### src/rtl/request_pending_scheduler_16_pkg.sv
// Shared constants and FSM state encoding for the pending-request scheduler
// and its lowest-index finder.
package request_pending_scheduler_16_pkg;
   localparam int NUM_REQ  = 16;
   localparam int ID_WIDTH = 4;

   typedef enum logic {
      IDLE  = 1'b0,
      OFFER = 1'b1
   } state_t;
endpackage

### src/rtl/request_pending_scheduler_16_lowest_index_find_16.sv
// Combinational finder: index of the lowest set bit (bit 0 wins) plus an any-set flag.
module lowest_index_find_16
   import request_pending_scheduler_16_pkg::*;
(
   input  logic [NUM_REQ-1:0]  vec_i,
   output logic [ID_WIDTH-1:0] index_o,
   output logic                any_o
);

   always_comb begin
      index_o = '0;
      any_o   = |vec_i;
      // Scan from the top so the lowest set bit is the last one written.
      for (int i = NUM_REQ - 1; i >= 0; i--) begin
         if (vec_i[i]) index_o = i[ID_WIDTH-1:0];
      end
   end

endmodule

### src/rtl/request_pending_scheduler_16.sv
// Captures request events into a pending register and offers the lowest-index
// unmasked pending request downstream; the pending bit retires on acceptance.
module request_pending_scheduler_16
   import request_pending_scheduler_16_pkg::*;
#(
   parameter int EDGE_DETECT = 1
) (
   input  logic                Clock_In,
   input  logic                Reset_N_In,
   input  logic                Enable_In,
   input  logic [NUM_REQ-1:0]  Request_In,
   input  logic [NUM_REQ-1:0]  Mask_In,
   input  logic                Clear_All_In,
   input  logic                Grant_Ready_In,
   output logic                Grant_Valid_Out,
   output logic [ID_WIDTH-1:0] Grant_Index_Out,
   output logic [NUM_REQ-1:0]  Pending_Out,
   output logic                Overflow_Out,
   input  logic                Overflow_Clear_In,
   output state_t              Dbg_State_Out
);

   // Handshake: a transfer happens on a rising edge where Grant_Valid_Out and
   // Grant_Ready_In are both high; Grant_Index_Out never changes while valid is high.

   logic [NUM_REQ-1:0]  pending_q, pending_d;
   logic [NUM_REQ-1:0]  prev_q;
   logic [ID_WIDTH-1:0] index_q, index_d;
   logic                overflow_q, overflow_d;
   state_t              state_q, state_d;

   logic [NUM_REQ-1:0]  evt;
   logic [NUM_REQ-1:0]  eligible;
   logic [NUM_REQ-1:0]  hs_mask;
   logic [ID_WIDTH-1:0] sel;
   logic                any_elig;
   logic                handshake;

   assign evt       = (EDGE_DETECT != 0) ? (Request_In & ~prev_q) : Request_In;
   assign eligible  = pending_q & ~Mask_In;
   assign handshake = (state_q == OFFER) && Grant_Ready_In;

   lowest_index_find_16 u_find (
      .vec_i   (eligible),
      .index_o (sel),
      .any_o   (any_elig)
   );

   always_comb begin
      hs_mask = '0;
      if (handshake) hs_mask[index_q] = 1'b1;
   end

   // Retiring bit is excluded from overflow so a fresh edge during acceptance just re-arms it.
   always_comb begin
      pending_d  = Clear_All_In ? '0 : ((pending_q & ~hs_mask) | evt);
      overflow_d = (|(evt & pending_q & ~hs_mask)) | (overflow_q & ~Overflow_Clear_In);
   end

   always_comb begin
      state_d = state_q;
      index_d = index_q;
      unique case (state_q)
         IDLE: begin
            if (Enable_In && any_elig && !Clear_All_In) begin
               index_d = sel;
               state_d = OFFER;
            end
         end
         OFFER: begin
            if (Grant_Ready_In || Clear_All_In) state_d = IDLE;
         end
         default: state_d = IDLE;
      endcase
   end

   always_ff @(posedge Clock_In or negedge Reset_N_In) begin
      if (!Reset_N_In) begin
         pending_q  <= '0;
         prev_q     <= '0;
         index_q    <= '0;
         overflow_q <= 1'b0;
         state_q    <= IDLE;
      end else begin
         pending_q  <= pending_d;
         prev_q     <= Request_In;
         index_q    <= index_d;
         overflow_q <= overflow_d;
         state_q    <= state_d;
      end
   end

   assign Grant_Valid_Out = (state_q == OFFER);
   assign Grant_Index_Out = index_q;
   assign Pending_Out     = pending_q;
   assign Overflow_Out    = overflow_q;
   assign Dbg_State_Out   = state_q;

endmodule

### config.mk
export PLATFORM = sky130hd
export DESIGN_NAME = request_pending_scheduler_16
export DESIGN_NICKNAME = d
export VERILOG_FILES = /design/src/rtl/request_pending_scheduler_16_pkg.sv /design/src/rtl/request_pending_scheduler_16_lowest_index_find_16.sv /design/src/rtl/request_pending_scheduler_16.sv
export SDC_FILE = /design/constraint.sdc
export NUM_CORES = 1
export LEC_CHECK = 0
export BUFFER_PORTS_ARGS = -buffer_cell sky130_fd_sc_hd__buf_4
export CELL_PAD_IN_SITES_DETAIL_PLACEMENT = 1
export CELL_PAD_IN_SITES_GLOBAL_PLACEMENT = 1
export CORE_UTILIZATION = 33
export CTS_CLUSTER_SIZE = 24
export DETAILED_ROUTE_END_ITERATION = 7
export PLACE_DENSITY_LB_ADDON = 0.1
export SLEW_MARGIN = 0
export SYNTH_ARGS = -nofsm -noshare
export SYNTH_HDL_FRONTEND = slang
export SYNTH_SLANG_ARGS = --single-unit
### constraint.sdc
create_clock -name Clock_In -period 1.6 [get_ports Clock_In]
set_input_delay 0.32 -clock Clock_In [delete_from_list [all_inputs] [get_ports Clock_In]]
set_output_delay 0.32 -clock Clock_In [all_outputs]
set_load 0.05 [all_outputs]
Word-level counts from Yosys, hierarchy flattened:

Cells that the tools add are included.

* output and inout bits: 23
* bits in registers: 38
* logic and storage cells: 52
* input port bits: 38

* muxes and demuxes: 23
* bitwise operators: 13
* order comparisons: 2
* reduce and logical (&&, ||, !) cells: 9

Operators by type and width (number)
* $and A16 B16 Y16: 5
* $mux W4: 16
* $not A16 Y16: 3
* $mux W16: 2
* $reduce_or A16 Y1: 2
* $or A16 B16 Y16: 1
* $lt A4 B5 Y1 const B: 1
* $demux W1 S4: 1
* $ge A4 B1 Y1 const B: 1
* $logic_and A1 B1 Y1: 4
* $mux W1: 3
* $not A1 Y1: 2
* $pmux W1 S2: 1
* $reduce_and A2 Y1: 1
* $and A1 B1 Y1: 1
* $logic_not A1 Y1: 1
* $logic_or A1 B1 Y1: 1
* $or A1 B1 Y1: 1

Depth between registers and ports, before layout:

* depth in word-level cells: 18
* mapped depth: 5

Hierarchy:

Synthesis repeated with hierarchy kept, for this count alone.

* cell total of the unflattened synthesis: 193
* area, all modules: 1844.3 um2

Modules (own cells, without submodules)
* request_pending_scheduler_16: instances 1, seq. area each 950.9 um2, cells each 159, area an instance 1667.8 um2
* lowest_index_find_16: instances 1, seq. area each 0.0 um2, cells each 34, area an instance 176.4 um2

Least setup slack after synthesis:

OpenSTA, ideal clock, no wires.

* path type: register to register
* start: register pending_q[10], in the netlist Pending_Out[10]
* end: register index_q[0], in the netlist Grant_Index_Out[0]
* setup time: 0.110 ns
* data arrival time: 1.881 ns
* stages on the path, launching flop included: 6
* buffers on the path: 0
* path slack: -0.391 ns
* required time: 1.490 ns
* path through: dfrtp_1 nor2b_4 or4_4 o41ai_4 nand2_1 o41ai_1

* longest elaborated chain between the ends: 12
* elaborated cells on any way between the ends: 16
* those cells by class: 11 x mux; 1 x bitwise; 4 x reduce/logical

Ends and longest elaborated chain
* from (decl): RTL line request_pending_scheduler_16.sv:26 `logic [NUM_REQ-1:0] pending_q, pending_d;`
* from (signal assigned): RTL line request_pending_scheduler_16.sv:85 `pending_q <= pending_d;`
* $and A16 B16 Y16 (*): RTL line request_pending_scheduler_16.sv:40 `assign eligible = pending_q & ~Mask_In;`
* $mux W4 (11 in series): RTL line request_pending_scheduler_16_lowest_index_find_16.sv:15 `if (vec_i[i]) index_o = i[ID_WIDTH-1:0];`
* to (signal assigned): RTL line request_pending_scheduler_16.sv:87 `index_q <= index_d;`
* to (decl): RTL line request_pending_scheduler_16.sv:28 `logic [ID_WIDTH-1:0] index_q, index_d;`

Every way passes the cells marked *; elsewhere a longest branch is shown, timed or not.
A chain may end at the register's enable or synchronous reset.

Worst setup path in the final report:

* start: register index_q[2], in the netlist Grant_Index_Out[2]
* end: register overflow_q, in the netlist Overflow_Out

* longest elaborated chain between the ends: 9
* elaborated cells on any way between the ends: 10
* those cells by class: 2 x order compare; 3 x mux; 3 x bitwise; 2 x reduce/logical

Ends and longest elaborated chain
* $lt A4 B5 Y1 (implied by the code) or $ge A4 B1 Y1 (tied branches): RTL line request_pending_scheduler_16.sv:51 `if (handshake) hs_mask[index_q] = 1'b1;`
* $logic_and A1 B1 Y1 (implied by the code): RTL line request_pending_scheduler_16.sv:51
* $mux W1 (implied by the code): RTL line request_pending_scheduler_16.sv:51
* $demux W1 S4 (*): RTL line request_pending_scheduler_16.sv:51
* $mux W16 (*): RTL line request_pending_scheduler_16.sv:51
* $not A16 Y16 (*): RTL line request_pending_scheduler_16.sv:57 `overflow_d = (|(evt & pending_q & ~hs_mask)) | (overflow_q & ~Overflow_Clear_In);`
* $and A16 B16 Y16 (*): RTL line request_pending_scheduler_16.sv:57
* $reduce_or A16 Y1 (*): RTL line request_pending_scheduler_16.sv:57
* $or A1 B1 Y1 (*): RTL line request_pending_scheduler_16.sv:57
* named net overflow_d: RTL line request_pending_scheduler_16.sv:29 `logic overflow_q, overflow_d;`
* to (signal assigned): RTL line request_pending_scheduler_16.sv:88 `overflow_q <= overflow_d;`
* to (decl): RTL line request_pending_scheduler_16.sv:29

Mark *: on every way through the listed nets, which the timed path passes. The rest lies on a longest branch.

==> results list <==
- FF-to-FF End: Overflow_Out
* Final wirelength: 6870 um
* CTS H-Tree Depth: 2
* Hold Crit Class: in -> async
* Maximum VDD drop: 0.464 mV
* Relative slew slack: 66.0%
* Largest net degree at the start of global routing: 39
- Portion of the clock cycle consumed by the worst path in the final layout: 114%
- In this run the horizontal extent of the chip is 75.6 um.
- Summed over all failing endpoints, the final setup total negative slack is -954 ps.
- Via density per instance: 5.22
- Area delta synth->final: 62.6%
- Summing every instance area after synthesis gives 1790 um2.
* CP max FO: 6
- Number of nets produced by synthesis: 213
- Clock-pin slew on the worst setup and hold paths: 80 ps
* Area inside the core boundary: 5170 um2
- Yosys printed 0 warnings.
- Number of slew-limit violations in the final report: 0
- Yosys attributes the largest share of cell area to sky130_fd_sc_hd__dfrtp_1, sky130_fd_sc_hd__nand2b_1, sky130_fd_sc_hd__a21oi_1.
* Gpl congestion: 0.910
- Measured in cells, the most critical reg-to-reg path has a length of 7.
- Cts bufs inserted: 5
* Post-placement cell count: 347
- In the synthesized netlist the dominant register cell turns out to be sky130_fd_sc_hd__dfrtp_1.
* Floorplan die area: 5720 um2
* Largest stage delay on the critical path: 450 ps
- Number of flops mapped to enable cells by yosys: 0
* Final nets: 328
* Transition time at the pin with the least slew margin: 510 ps
- Setup violations remaining at the end of the flow were counted as 5.
* Number of design rule violations left after detail routing: 0
- Count of hold-fix buffers inserted at cts: 0
- Slowest stage cell on the critical path: sky130_fd_sc_hd__dfrtp_2
* Crit. End Element: register
* Count of final hold-check violations: 14
- The number of antenna violations at the first check in global routing came to 0.
- Syn Area/Cell: 10.2 um2
* Flip-flop and latch count after synthesis: 38
* Top-area cell type share of the netlist area: 53.2%
- Status: finished, violations left
* Final Hold Slack: -14.4 ps
- In this run, the number of DRC markers left after iteration 0 of detailed routing was 117.
- Walking the worst path, the cells encountered are nand4b_1 > buf_4 > buf_4 > o21ai_2 > o22ai_1 > nor4_2 > nand3_1.
- In this run the tool buffered the top-level ports with 60 buffer cells.
- Setup repair after global routing could not meet its margin everywhere.
* Placed wire-length estimate: 4920 um
* Worst Skew: 5.16 ps
- After detailed routing, the average wire length per cell comes to 19.0 um.
* Non-Filler Instances: 361
- Violated checks: hold timing, setup timing
- Global routing finished with a remaining overflow of 0.
- Starting utilization of the core area: 34.6%
- In this run the power density over the cells is 1030 nW/um2.
- Synth cell types: 33
- At the end of the flow the core is filled with cells to 56.2%.
- Number of global-route vias before repair: 2061
- Antenna Nets Post-Route: 0
- STA classifies the critical path startpoint as a register.
- CTS Buffer Depth: 2
- Origin of the critical flop-to-flop path: Grant_Index_Out[2]
- Cell type with the largest total area after synthesis: sky130_fd_sc_hd__dfrtp_1
- After synthesis, flip-flops and latches occupy 53.2% of the total area.
* Maximum clock frequency: 550 MHz
- Share of synthesized flip-flops with an asynchronous set or reset: 100%
* Number of antenna diodes: 0
* TritonCTS clock tree: yes
- Final critical delay including setup and external delays: 1820 ps
* Post-route worst setup slack: -219 ps
- Cells with a size suffix above 1 make up 52.2% of the layout.
* Critical path type: reg -> reg
- Counting stages on the worst path, the most repeated cell is sky130_fd_sc_hd__buf_4.
- The setup check on the worst reg-to-reg path leaves a slack of -220 ps.
- In this run the count of I/O pins placed on the die edge is 61.
* Max-Cap Viols: 0
- The tree built by TritonCTS fans out to 38 sinks.
- The first global-routing pass estimated 10000 um of wire.
* GRT Util Overall: 24.4%
- Worst path arrival time: 1990 ps
- Before antenna repair, the detailed router went through 4 iterations.
- Vias: 1883
- Root buffer cell: sky130_fd_sc_hd__clkbuf_8
* Cell count after synthesis: 175
* Number of rows in the core area: 26
- WP data required: 1770 ps
- Die height: 75.6 um
- The later pin in the worst-skew pair is clocked with a latency of 300 ps.
- Lkg Pwr: 0.00134 uW
-- registers in the layout, summed over array words and instances (netlist names) --
name / count
Dbg_State_Out: 1
Grant_Index_Out: 4
Overflow_Out: 1
Pending_Out: 16
prev_q: 16
-- synthesized netlist by cell type, types with 4 or more instances --
cell type	count
sky130_fd_sc_hd__dfrtp_1	38
sky130_fd_sc_hd__nand2b_1	29
sky130_fd_sc_hd__a21oi_1	18
sky130_fd_sc_hd__o21ai_0	18
sky130_fd_sc_hd__nand2_1	9
sky130_fd_sc_hd__nor2_1	7
sky130_fd_sc_hd__o22ai_1	7
sky130_fd_sc_hd__nor2b_1	6
sky130_fd_sc_hd__inv_1	4
sky130_fd_sc_hd__o31ai_1	4
-- timing repair --
action / CTS / global route
buffers inserted: 3 / 3
setup endpoints to repair: 5 / 6
pin swaps: 7 / 5
resized for setup: 13 / 20
gates cloned: 0 / 0
-- routing by layer --
| layer | share of wire (%) | global-route usage [%] | up-vias |
|---|---|---|---|
| met4 | 2.3 | 7.61 | 0 |
| met2 | 53 | 44.9 | 66 |
| met3 | 4.3 | 4.89 | 17 |
| met5 | 0 | 0 | - |
| met1 | 41 | 28.3 | 942 |
| li1 | - | - | 858 |
-- worst max-delay path by stage --
stage	startpoint	to	slack (ps)	cells past startpoint
after floorplan	Pending_Out[10]	Grant_Index_Out[0]	-290	4
after global placement	Grant_Index_Out[1]	Overflow_Out	-190	6
after detailed placement	Grant_Index_Out[0]	Overflow_Out	-270	6
after CTS	Grant_Index_Out[0]	Overflow_Out	-180	6
after global routing	Grant_Index_Out[2]	Overflow_Out	-270	7
final	Grant_Index_Out[2]	Overflow_Out	-220	7
-- logic make-up (layout without fill, tap and decap cells) --
group	count (synthesis)	count (layout)	synth area share, %
buffers and inverters	7	123	1.68
DFF	38	38	53.2
AOI/OAI and AO/OA	56	56	19.4
and+or+nand+nor	74	74	25.8
-- critical path, delay by kind of cell (launching register included) --
kind | cells | cell delay, ps
compound gates | 2 | 260
flops | 1 | 450
buf+inv | 2 | 320
simple gates | 3 | 660
-- layout by cell type, fill, tap and decap left out, types with 6 or more instances in the layout --
cell type | Yosys | final
sky130_fd_sc_hd__nor2b_1 | 6 | 6
sky130_fd_sc_hd__nor2_1 | 7 | 7
sky130_fd_sc_hd__nand2b_1 | 29 | 29
sky130_fd_sc_hd__o21ai_1 | 0 | 7
sky130_fd_sc_hd__a21oi_1 | 18 | 18
sky130_fd_sc_hd__clkbuf_8 | 0 | 6
sky130_fd_sc_hd__dfrtp_1 | 38 | 29
sky130_fd_sc_hd__dfrtp_2 | 0 | 9
sky130_fd_sc_hd__buf_4 | 1 | 110
sky130_fd_sc_hd__o21ai_0 | 18 | 6
-- report_power, final --
part           internal [uW]  switching (uW)
clock network            348             356
registers               1050            96.2
logic                    479             655
-- per-stage QoR --
stage | instance area, um2 | setup WS, ps | total power, uW | hold WS (ps)
5_1_grt | 2910 | -269 | 3110 | 12.1
6_report | 2910 | -219 | 2990 | -14.4
3_5_place_dp | 2660 | -268 | 2140 | 328
4_1_cts | 2820 | -177 | 2890 | 14.2
2_1_floorplan | 1800 | -289 | 1630 | 24.4
3_3_place_gp | 2660 | -192 | 2110 | 319
-- area by class of cell --
cell class                      instances  area, um2
Clock inverter                          1       5.00
Sequential cell                        38        962
Multi-Input combinational cell        130        915
Timing Repair Buffer                  111        837
Inverter                                4       15.0
Clock buffer                            7       86.3
Tap cell                               70       87.6
Fill cell                             597       2260
No activity file was read; power rests on OpenSTA's default activity.
